## src/rtl/worddemux_pkg.sv

```systemverilog
// rtl/worddemux_pkg.sv - shared types and constants for the worddemux4_stream word demultiplexer
package worddemux_pkg;

    typedef enum logic [1:0] {
        ST_EMPTY = 2'd0,
        ST_ONE   = 2'd1,
        ST_TWO   = 2'd2
    } skid_state_e;

    localparam int WIDTH_DEF = 16;
    localparam int COUNT_W   = 16;

endpackage

```

## src/rtl/word_skid.sv

```systemverilog
// rtl/word_skid.sv - two-entry skid stage (output register + skid register) with registered upstream ready
module word_skid
    import worddemux_pkg::*;
#(
    parameter int PW = 19
) (
    input  logic          i_clk,
    input  logic          i_rst_n,
    input  logic          i_push,
    output logic          o_ready,
    input  logic [PW-1:0] i_payload,
    output logic          o_valid,
    output logic [PW-1:0] o_payload,
    input  logic          i_fire
);

    skid_state_e   state_q, state_d;
    logic [PW-1:0] out_q, out_d;
    logic [PW-1:0] skid_q, skid_d;
    logic          ready_q, ready_d;
    logic          accept;

    always_comb begin
        state_d = state_q;
        out_d   = out_q;
        skid_d  = skid_q;
        accept  = i_push & ready_q;
        case (state_q)
            ST_EMPTY: begin
                if (accept) begin
                    state_d = ST_ONE;
                    out_d   = i_payload;
                end
            end
            ST_ONE: begin
                if (accept && i_fire) begin
                    out_d = i_payload;
                end else if (accept) begin
                    state_d = ST_TWO;
                    skid_d  = i_payload;
                end else if (i_fire) begin
                    state_d = ST_EMPTY;
                end
            end
            ST_TWO: begin
                // Upstream is stalled here, so only a fire can move the stage.
                if (i_fire) begin
                    state_d = ST_ONE;
                    out_d   = skid_q;
                end
            end
            default: state_d = ST_EMPTY;
        endcase
        ready_d = (state_d != ST_TWO);
    end

    always_ff @(posedge i_clk or negedge i_rst_n) begin
        if (!i_rst_n) begin
            state_q <= ST_EMPTY;
            out_q   <= '0;
            skid_q  <= '0;
            ready_q <= 1'b1;
        end else begin
            state_q <= state_d;
            out_q   <= out_d;
            skid_q  <= skid_d;
            ready_q <= ready_d;
        end
    end

    assign o_ready   = ready_q;
    assign o_valid   = (state_q != ST_EMPTY);
    assign o_payload = out_q;

endmodule

```

## src/rtl/worddemux4_stream.sv

```systemverilog
// rtl/worddemux4_stream.sv - streaming one-to-N_DEST word demultiplexer; WORDDEMUX_BCAST_EN adds broadcast with done mask
module worddemux4_stream
    import worddemux_pkg::*;
#(
    parameter int WIDTH  = WIDTH_DEF,
    parameter int N_DEST = 4,
    parameter int SEL_W  = 2
) (
    input  logic               i_clk,
    input  logic               i_rst_n,
    input  logic               i_valid,
    output logic               o_ready,
`ifdef WORDDEMUX_BCAST_EN
    input  logic               i_bcast,
`endif
    input  logic [SEL_W-1:0]   i_sel,
    input  logic [WIDTH-1:0]   i_data,
    output logic [N_DEST-1:0]  o_valid,
    input  logic [N_DEST-1:0]  i_ready,
    output logic [WIDTH-1:0]   o_data,
    output logic               o_drop,
    output logic [COUNT_W-1:0] o_count
);

    localparam int PW = WIDTH + SEL_W + 1;

    logic               in_bcast;
    logic               keep;
    logic               skid_ready;
    logic               skid_valid;
    logic               fire;
    logic [PW-1:0]      out_payload;
    logic               out_bcast;
    logic [SEL_W-1:0]   out_sel;
    logic [WIDTH-1:0]   out_data;
    logic [N_DEST-1:0]  sel_vec;
    logic [N_DEST-1:0]  valid_vec;
    logic [COUNT_W-1:0] count_q, count_d;
    logic               drop_q, drop_d;

`ifdef WORDDEMUX_BCAST_EN
    assign in_bcast = i_bcast;
`else
    assign in_bcast = 1'b0;
`endif

    // Out-of-range words are still accepted upstream but never enter the skid stage.
    assign keep = in_bcast | (32'(i_sel) < N_DEST);

    word_skid #(
        .PW(PW)
    ) u_skid (
        .i_clk    (i_clk),
        .i_rst_n  (i_rst_n),
        .i_push   (i_valid & keep),
        .o_ready  (skid_ready),
        .i_payload({in_bcast, i_sel, i_data}),
        .o_valid  (skid_valid),
        .o_payload(out_payload),
        .i_fire   (fire)
    );

    assign {out_bcast, out_sel, out_data} = out_payload;

    always_comb begin
        sel_vec = '0;
        for (int d = 0; d < N_DEST; d++) begin
            if (out_sel == SEL_W'(d)) sel_vec[d] = 1'b1;
        end
    end

`ifdef WORDDEMUX_BCAST_EN
    logic [N_DEST-1:0] done_q, done_d;
    logic [N_DEST-1:0] hs;

    always_comb begin
        valid_vec = '0;
        if (skid_valid) valid_vec = out_bcast ? ~done_q : sel_vec;
        hs     = valid_vec & i_ready;
        fire   = 1'b0;
        done_d = done_q;
        if (skid_valid && out_bcast) begin
            // A broadcast word retires only once every destination has taken it.
            if ((done_q | hs) == {N_DEST{1'b1}}) begin
                fire   = 1'b1;
                done_d = '0;
            end else begin
                done_d = done_q | hs;
            end
        end else begin
            fire = |hs;
        end
    end

    always_ff @(posedge i_clk or negedge i_rst_n) begin
        if (!i_rst_n) done_q <= '0;
        else          done_q <= done_d;
    end
`else
    always_comb begin
        valid_vec = (skid_valid && !out_bcast) ? sel_vec : '0;
        fire      = |(valid_vec & i_ready);
    end
`endif

    always_comb begin
        count_d = count_q + (fire ? COUNT_W'(1) : COUNT_W'(0));
        drop_d  = i_valid & skid_ready & ~keep;
    end

    always_ff @(posedge i_clk or negedge i_rst_n) begin
        if (!i_rst_n) begin
            count_q <= '0;
            drop_q  <= 1'b0;
        end else begin
            count_q <= count_d;
            drop_q  <= drop_d;
        end
    end

    assign o_ready = skid_ready;
    assign o_valid = valid_vec;
    assign o_data  = out_data;
    assign o_drop  = drop_q;
    assign o_count = count_q;

endmodule
```

## config.mk

```make
export PLATFORM = sky130hd
export DESIGN_NAME = worddemux4_stream
export DESIGN_NICKNAME = d
export VERILOG_FILES = /design/src/rtl/worddemux_pkg.sv /design/src/rtl/word_skid.sv /design/src/rtl/worddemux4_stream.sv
export SDC_FILE = /design/constraint.sdc
export NUM_CORES = 1
export LEC_CHECK = 0
export BUFFER_PORTS_ARGS = -buffer_cell sky130_fd_sc_hd__buf_4
export CAP_MARGIN = 15
export CORE_ASPECT_RATIO = 1.75
export CORE_MARGIN = 5
export CORE_UTILIZATION = 50
export DETAILED_ROUTE_END_ITERATION = 12
export PLACE_DENSITY = 0.84
export SLEW_MARGIN = 20
export SYNTH_ARGS = -nofsm -noshare
export SYNTH_HDL_FRONTEND = slang
export SYNTH_SLANG_ARGS = --single-unit
```

## constraint.sdc

```tcl
create_clock -name i_clk -period 2.5 [get_ports i_clk]
set_input_delay 0.375 -clock i_clk [delete_from_list [all_inputs] [get_ports i_clk]]
set_output_delay 0.375 -clock i_clk [all_outputs]
set_load 0.005 [all_outputs]
```

Word level (Yosys, flattened, before mapping)
Cells that the tools add are included.
- bitwise logic cells: 3
- $add $sub $neg: 1
- multiplexer cells: 16
- reduce and logical (&&, ||, !) cells: 10
- eq/ne operators: 9
- operator list (operator ; count):
    $mux 19 ; 3
    $pmux 19 s3 ; 1
    $add 16x1->16 ; 1
    $mux 2 ; 5
    $eq 2x2->1 const B ; 3
    $pmux 2 s3 ; 1
    $mux 1 ; 5
    $and 4x4->4 ; 1
    $eq 2x1->1 const B ; 2
    $logic_not 2->1 ; 2
    $mux 4 ; 1
    $ne 2x1->1 const B ; 2
    $ne 2x2->1 const B ; 2
    $reduce_and 4->1 ; 1
    $reduce_or 4->1 ; 1
    $reduce_and 3->1 ; 1
    $reduce_bool 3->1 ; 1
    $logic_and 1x1->1 ; 2
    $reduce_bool 2->1 ; 1
    $and 1x1->1 ; 1
    $logic_not 1->1 ; 1
    $not 1->1 ; 1
- flip-flop bits (word level): 56
- word-level logic and storage cells: 44
- output and inout port bits: 38

Longest topological paths before layout
Gate-level depths: netlist (run 1).
- depth in word-level cells: 10
- gate-level depth with buffers: 8
- gate-level depth less buffers: 7

By module
From an unflattened synthesis (run 1), not the netlist that was laid out.
- cells, all modules: 188
- area total of the unflattened synthesis: 2536.2 um^2
- by module, submodules not included (module ; instances ; area each (um^2) ; sequential area each (um^2) ; cells each):
    word_skid ; 1 ; 1784.2 ; 1027.2 ; 122
    worddemux4_stream ; 1 ; 752.0 ; 400.4 ; 66

Least setup slack after synthesis (run 1)
No wires, ideal clock.
- path type: register to register
- start: reg u_skid.state_q[1]
- end: reg u_skid.skid_q[10]
- arrival time: 1895 ps
- clock period less this slack: 2020 ps
- stages on the path, launching flop included: 8
- setup slack: 480 ps
- library setup time: 125 ps
- cell sequence: dfrtp_1 > buf_2 > o21ai_4 > o22ai_2 > or4_1 > buf_6 > buf_6 > mux2_4
- longest elaborated chain between the ends: 8
- elaborated cells on any way between the ends: 9
- classes of those cells: eq/ne: 1; mux: 1; bitwise: 2; reduce/logical: 5
- RTL lines (element ; RTL line ; source):
    start, declared ; word_skid.sv:17 ; skid_state_e state_q, state_d;
    start signal, assigned ; word_skid.sv:64 ; state_q <= state_d;
    $reduce_bool 2->1 ; word_skid.sv:72 ; assign o_valid = (state_q != ST_EMPTY);
    $logic_and 1x1->1 ; worddemux4_stream.sv:101 ; valid_vec = (skid_valid && !out_bcast) ? sel_vec : '0;
    $mux 4 ; worddemux4_stream.sv:101 ;
    $and 4x4->4 ; worddemux4_stream.sv:102 ; fire = |(valid_vec & i_ready);
    $reduce_or 4->1 ; worddemux4_stream.sv:102 ;
    $logic_and 1x1->1 ; word_skid.sv:36 ; if (accept && i_fire) begin
    $not 1->1 (no source line) ; - ;
    $reduce_and 3->1 (no source line) (*) ; - ;
    end signal, assigned ; word_skid.sv:66 ; skid_q <= skid_d;
    end, declared ; word_skid.sv:19 ; logic [PW-1:0] skid_q, skid_d;
Mark *: on every way between the ends. The rest lies on a longest branch, timed or not.
A chain may end at the register's enable or synchronous reset.

Final worst setup path (run 1)
- start: reg u_skid.out_q[16] (netlist: u_skid.o_payload[16])
- end: reg u_skid.skid_q[0]
- longest elaborated chain between the ends: 8
- elaborated cells on any way between the ends: 14
- classes of those cells: eq/ne: 3; mux: 5; bitwise: 2; reduce/logical: 4
- RTL lines (element ; RTL line ; source):
    start, declared ; word_skid.sv:18 ; logic [PW-1:0] out_q, out_d;
    start signal, assigned ; word_skid.sv:65 ; out_q <= out_d;
    $eq 2x1->1, or another cell as far along ; worddemux4_stream.sv:68 ; if (out_sel == SEL_W'(d)) sel_vec[d] = 1'b1;
    $mux 1 ; worddemux4_stream.sv:68 ;
    $mux 4 (*) ; worddemux4_stream.sv:101 ;
    $and 4x4->4 (*) ; worddemux4_stream.sv:102 ;
    $reduce_or 4->1 (*) ; worddemux4_stream.sv:102 ;
    $logic_and 1x1->1 (*) ; word_skid.sv:36 ;
    $not 1->1 (no source line) (*) ; - ;
    $reduce_and 3->1 (no source line) (*) ; - ;
Marks and branches as above.

==> results of run 1 <==
[per-stage QoR]
step | setup WS (ps) | area (um^2)
global placement | 383 | 3010
global route | 184 | 3110
finish | 318 | 3110
CTS | 311 | 3110
detailed placement | 315 | 3010
floorplan | 480 | 2640
[synthesized netlist by cell type]
library cell / number
or4_1: 1
buf_2: 5
xnor2_1: 9
nor2b_1: 1
o221ai_1: 2
and3_1: 5
o21bai_4: 1
mux2i_1: 18
dfstp_2: 1
mux2_4: 10
mux2i_4: 1
a21oi_1: 38
conb_1: 1
o21ai_4: 1
and2_1: 2
buf_4: 17
nand3_1: 4
nand3b_1: 1
ha_1: 2
dfrtp_1: 54
inv_1: 2
nand4bb_1: 1
buf_6: 3
nand4_1: 5
o21bai_1: 1
nor3_1: 2
nand2_1: 5
o22ai_2: 1
clkbuf_1: 2
nor2_1: 8
or2_1: 1
xor2_1: 5
mux2_1: 8
mux2i_2: 1
[state kept, by name, indices dropped and copies added, names as in the netlist]
| register | count |
|---|---|
| o_count | 16 |
| u_skid.state_q | 2 |
| u_skid.skid_q | 18 |
| u_skid.o_ready | 1 |
| u_skid.o_payload | 18 |
[layout make-up]
class	instances	share of cell area (%)
repair buffers	65	15.7
flip-flops and latches	55	44.3
multi-input cells	135	34.5
clock inverters	3	0.805
clock buffers	5	2.21
inverters	2	0.242
well taps	55	2.21
[final timing paths]
| kind | cells past startpoint | to | start | slack [ps] |
|---|---|---|---|---|
| worst min-delay path | 1 | u_skid.skid_q[11] | i_rst_n | 90 |
| worst max register to register | 5 | u_skid.skid_q[0] | u_skid.o_payload[16] | 320 |
| worst max-delay path | 5 | u_skid.skid_q[0] | u_skid.o_payload[16] | 320 |
| min in group i_clk | 2 | u_skid.skid_q[2] | i_data[2] | 280 |
| max in group asynchronous | 1 | o_count[9] | i_rst_n | 1970 |
| worst min register to register | 1 | o_count[15] | o_count[15] | 500 |
[critical path, stage by stage (launching register included)]
cell and delay (ps):
dfrtp_1 510, mux2i_2 320, o22ai_2 170, or4_1 480, buf_4 240, mux2_1 340
[logic make-up after synthesis]
family	after synthesis	synth area share (%)
DFF	55	52.1
AOI/OAI and AO/OA	44	9.94
muxes	38	17.3
and+or+nand+nor	36	7.29
buffers and inverters	29	7.62
xor gates and xnor gates	14	4.64
adders and majority gates	2	0.947
other	1	0.142
[power breakdown]
group | internal (mW) | switching (mW)
Clock | 0.201 | 0.294
Combinational | 0.865 | 0.764
Sequential | 1.27 | 0.288
Total | 2.34 | 1.35
[layer usage]
| metal | track usage [%] | up-vias | wire length (um) |
|---|---|---|---|
| met5 | 0 | - | 0 |
| met4 | 4.99 | 0 | 89 |
| met3 | 5.07 | 9 | 402 |
| met2 | 27.7 | 55 | 2730 |
| met1 | 20.0 | 865 | 2090 |
| li1 | - | 834 | - |
[placed cells by master, fill, tap and decap left out, types with 4 or more instances in the layout]
master	instances
xnor2_1	9
nand4_1	5
clkbuf_8	5
dfrtp_1	54
mux2_1	8
nor2_1	8
mux2i_1	18
nand2_1	5
buf_4	65
nand3_1	4
mux2_4	10
a21oi_1	38
and3_1	5
xor2_1	5
==> impl_metrics.ini, run 1 <==
[status]
status = completed

[clocking]
root_buffer = clkbuf_8
cts_resized = 0
cts.clk_slew.worst_paths_ps = 90
cts_tree = done
holdBufCountCts = 0
cts_made_buffers = 5
cts_setup_buffers = 0
numClockSinks = 55
clockBufferDepth = 2
worstSkewPairLatency_ps = 310
cts-htree-levels = 2

[timing]
clock.fmax_mhz = 458
finalSetupViolCount = 0
fin_skew_ps = 8.15
rsz0062_at_grt = no
period_share_pct = 87.3
finalHoldViolCount = 0
report.final.slew_viol_count = 0
setup_tns_ps = 0
tightestPinTransition_ps = 701
hold_ws_ps = 92.8
maxSlewHeadroom_pct = 53.3
period_minus_slack_ps = 2180

[yosys]
syn_avg_cell_area_um2 = 12.1
syn_inst = 219
syn_nets = 246
ys_seq_area_share_pct = 52.1
synthTopCellsByArea = dfrtp_1 (51%), a21oi_1 (7.2%), mux2i_1 (6.8%)
synth_cell_type_count = 34
yosysTopAreaCell = dfrtp_1
synth_top_area_share_pct = 51.1
yosysWarnings = 0
synth_seq_cells = 55
post_synth_instance_area_um2 = 2640

[routing]
dr.first_iter.drc_count = 126
first_pass_iters = 4
drc = 0
via_count = 1763
wl_mm = 5.31
ant_nets = 0
wl_per_cell_um = 16.6
viasPerCell = 5.51

[die]
fp-row-count = 35
initial_core_util_pct = 50.7
fp.coreArea_um2 = 5210
design.die.area_um2 = 6900
die_width_um = 65.0
pin_count = 63
die_h_um = 106

[layout]
fin_util_pct = 59.6
drive_gt1_share_pct = 34.3
syn_to_final_growth_pct = 17.6
finalNonFillerCells = 320
multiInputGateArea_um2 = 1070
regArea_um2 = 1380
fill_cells = 445
num-nets-final = 291
diodes = 0

[global_route]
grt_pass1_vias = 1898
antenna_found_initial = 0
grt_pass1_wl_mm = 8.91
track_usage_pct = 16.5
overflow = 0
grt_max_degree = 56

[place]
gp_congestion = 0.750
dpl.hpwl_mm = 3.81
place_inst = 312
port-buffer-count = 61

[setup_path]
critical_path_class = reg -> reg
start_kind = register
required_ps = 2700
worstSetupEndpointType = register
cp.arrival_ps = 2380
critPathMaxFanout = 18

[power]
powerDensity_nw_per_um2 = 1180
vdd_drop_max_uv = 766
power_mw = 3.68
leakagePower_nw = 1.45

[flow_run]
drv_cap = 0

[min_path]
holdCritPathClass = in -> async
No activity file was read; power rests on OpenSTA's default activity.
==> run 2, diff against run 1 <==
--- a/config.mk
+++ b/config.mk
@@ -9,9 +9,9 @@
 export CAP_MARGIN = 15
 export CORE_ASPECT_RATIO = 1.75
 export CORE_MARGIN = 5
-export CORE_UTILIZATION = 50
+export CORE_UTILIZATION = 40
 export DETAILED_ROUTE_END_ITERATION = 12
-export PLACE_DENSITY = 0.84
+export PLACE_DENSITY = 0.71
 export SLEW_MARGIN = 20
 export SYNTH_ARGS = -nofsm -noshare
 export SYNTH_HDL_FRONTEND = slang
==> impl_metrics.ini, run 2 (synthesis results as in run 1) <==
[status]
status = completed

[power]
clockPowerShare_pct = 18.0
combPwrFrac_pct = 41.6
powerDensity_nw_per_um2 = 1210
power_mw = 3.88
p_sw_mw = 1.34
swShare_pct = 34.7
seq_power_share_pct = 40.3
leakagePower_nw = 1.48
vdd_drop_max_uv = 488
internal_power_mw = 2.53

[global_route]
grt_max_degree = 56
overflow = 0
antenna_found_initial = 0
track_usage_pct = 13.2
grt_pass1_wl_mm = 9.07
grt_pass1_vias = 1887

[clocking]
worstSkewPairLatency_ps = 280
clockBufferDepth = 2
cts-htree-levels = 2
cts.clk_slew.worst_paths_ps = 70
cts_tree = done
holdBufCountCts = 0
cts_setup_buffers = 0
root_buffer = clkbuf_16
numClockSinks = 55
cts_made_buffers = 5
cts_resized = 0

[die]
fp.coreArea_um2 = 6490
die_h_um = 118
die_width_um = 71.4
fp-row-count = 39
pin_count = 63
initial_core_util_pct = 40.7
design.die.area_um2 = 8400

[timing]
setup_ws_ps = 353
hold_ws_ps = 125
maxSlewHeadroom_pct = 52.4
finalSetupViolCount = 0
report.final.slew_viol_count = 0
finalHoldViolCount = 0
period_minus_slack_ps = 2150
rsz0062_at_grt = no
clock.fmax_mhz = 466
fin_skew_ps = 5.83
period_share_pct = 85.9
tightestPinTransition_ps = 714
setup_tns_ps = 0

[routing]
via_count = 1773
first_pass_iters = 4
dr.first_iter.drc_count = 63
wl_per_cell_um = 15.3
drc = 0
wl_mm = 5.32
viasPerCell = 5.11
ant_nets = 0

[setup_path]
regToRegSetupSlack_ps = 350
critical_path_class = reg -> reg
required_ps = 2660
worstSetupEndpointType = register
start_kind = register
path_cells = mux2i_4 > o22ai_2 > ha_1 > ha_1 > and2_1 > nand4_1 > xnor2_1
path_delay_family = adder cells
path_buf_inv = 0
crit_top_cell = ha_1
critPathMaxFanout = 7
crit_path_max_incr_delay_ps = 470
path_depth = 7
slowest_stage = dfrtp_1
cp.arrival_ps = 2310
reg2reg_depth = 7

[flow_run]
drv_cap = 0

[place]
dpl.hpwl_mm = 3.72
port-buffer-count = 61
gp_congestion = 0.686
place_inst = 339
place_ws_ps = 347
dpl_cell_area_um2 = 3040

[layout]
final_common_cell = buf_4
mostFrequentLayoutCells = buf_4 (65), dfrtp_1 (54), a21oi_1 (38)
finalNonFillerCells = 347
fin_util_pct = 49.2
num-nets-final = 291
drive_gt1_share_pct = 33.6
diodes = 0
syn_to_final_growth_pct = 20.8
final_area_um2 = 3190
fill_cells = 609

[min_path]
holdCritPathClass = in -> async
==> run 2: changes by cell type in the layout (fill, tap and decap cells not counted), sizes merged <==
cell,change
clkinv,-1
clkinvlp,-1
clkbuf,+2
==> run 2: area by class of cell <==
| cell class | count | area, um^2 | share of cell area (%) |
|---|---|---|---|
| Multi-Input combinational cell | 135 | 1070 | 33.4 |
| Clock buffer | 7 | 143 | 4.47 |
| Clock inverter | 1 | 8.76 | 0.274 |
| Tap cell | 82 | 103 | 3.21 |
| Timing Repair Buffer | 65 | 488 | 15.3 |
| Sequential cell | 55 | 1380 | 43.1 |
| Inverter | 2 | 7.51 | 0.235 |
==> run 2: worst reg2reg max path, delay by kind of cell, from the launching register on <==
kind                     cells  cell delay [ps]
AO/OA/AOI/OAI                1              270
XOR/XNOR                     1              140
AND/OR/NAND/NOR              2              390
multiplexers                 1              230
flip-flops                   1              470
adder cells (fa/ha/maj)      2              520
==> run 2: final timing paths <==
check	startpoint	end
max in group asynchronous	i_rst_n	u_skid.skid_q[0]
worst max register to register	u_skid.o_payload[16]	o_count[12]
min in group i_clk	i_data[4]	u_skid.skid_q[4]
worst min-delay path	i_rst_n	u_skid.skid_q[15]
worst min register to register	o_count[15]	o_count[15]
worst max-delay path	u_skid.o_payload[16]	o_count[12]
==> run 2: power by group through the flow <==
stage / clock (mW) / sequential, mW / combinational [mW]
after floorplan: 0 / 1.48 / 1.28
after global placement: 0 / 1.56 / 1.60
after detailed placement: 0 / 1.58 / 1.64
after CTS: 0.720 / 1.56 / 1.64
after global routing: 0.760 / 1.62 / 1.77
final: 0.699 / 1.56 / 1.61
==> run 2: layer usage <==
layer,vias up,wire length (um),global-route usage [%],part of all wire [%]
met3,5,340,3.33,6.4
met1,880,2250,17.3,42
met2,50,2700,21.8,51
met5,-,0,0,0
li1,838,-,-,-
met4,0,40,3.18,0.75
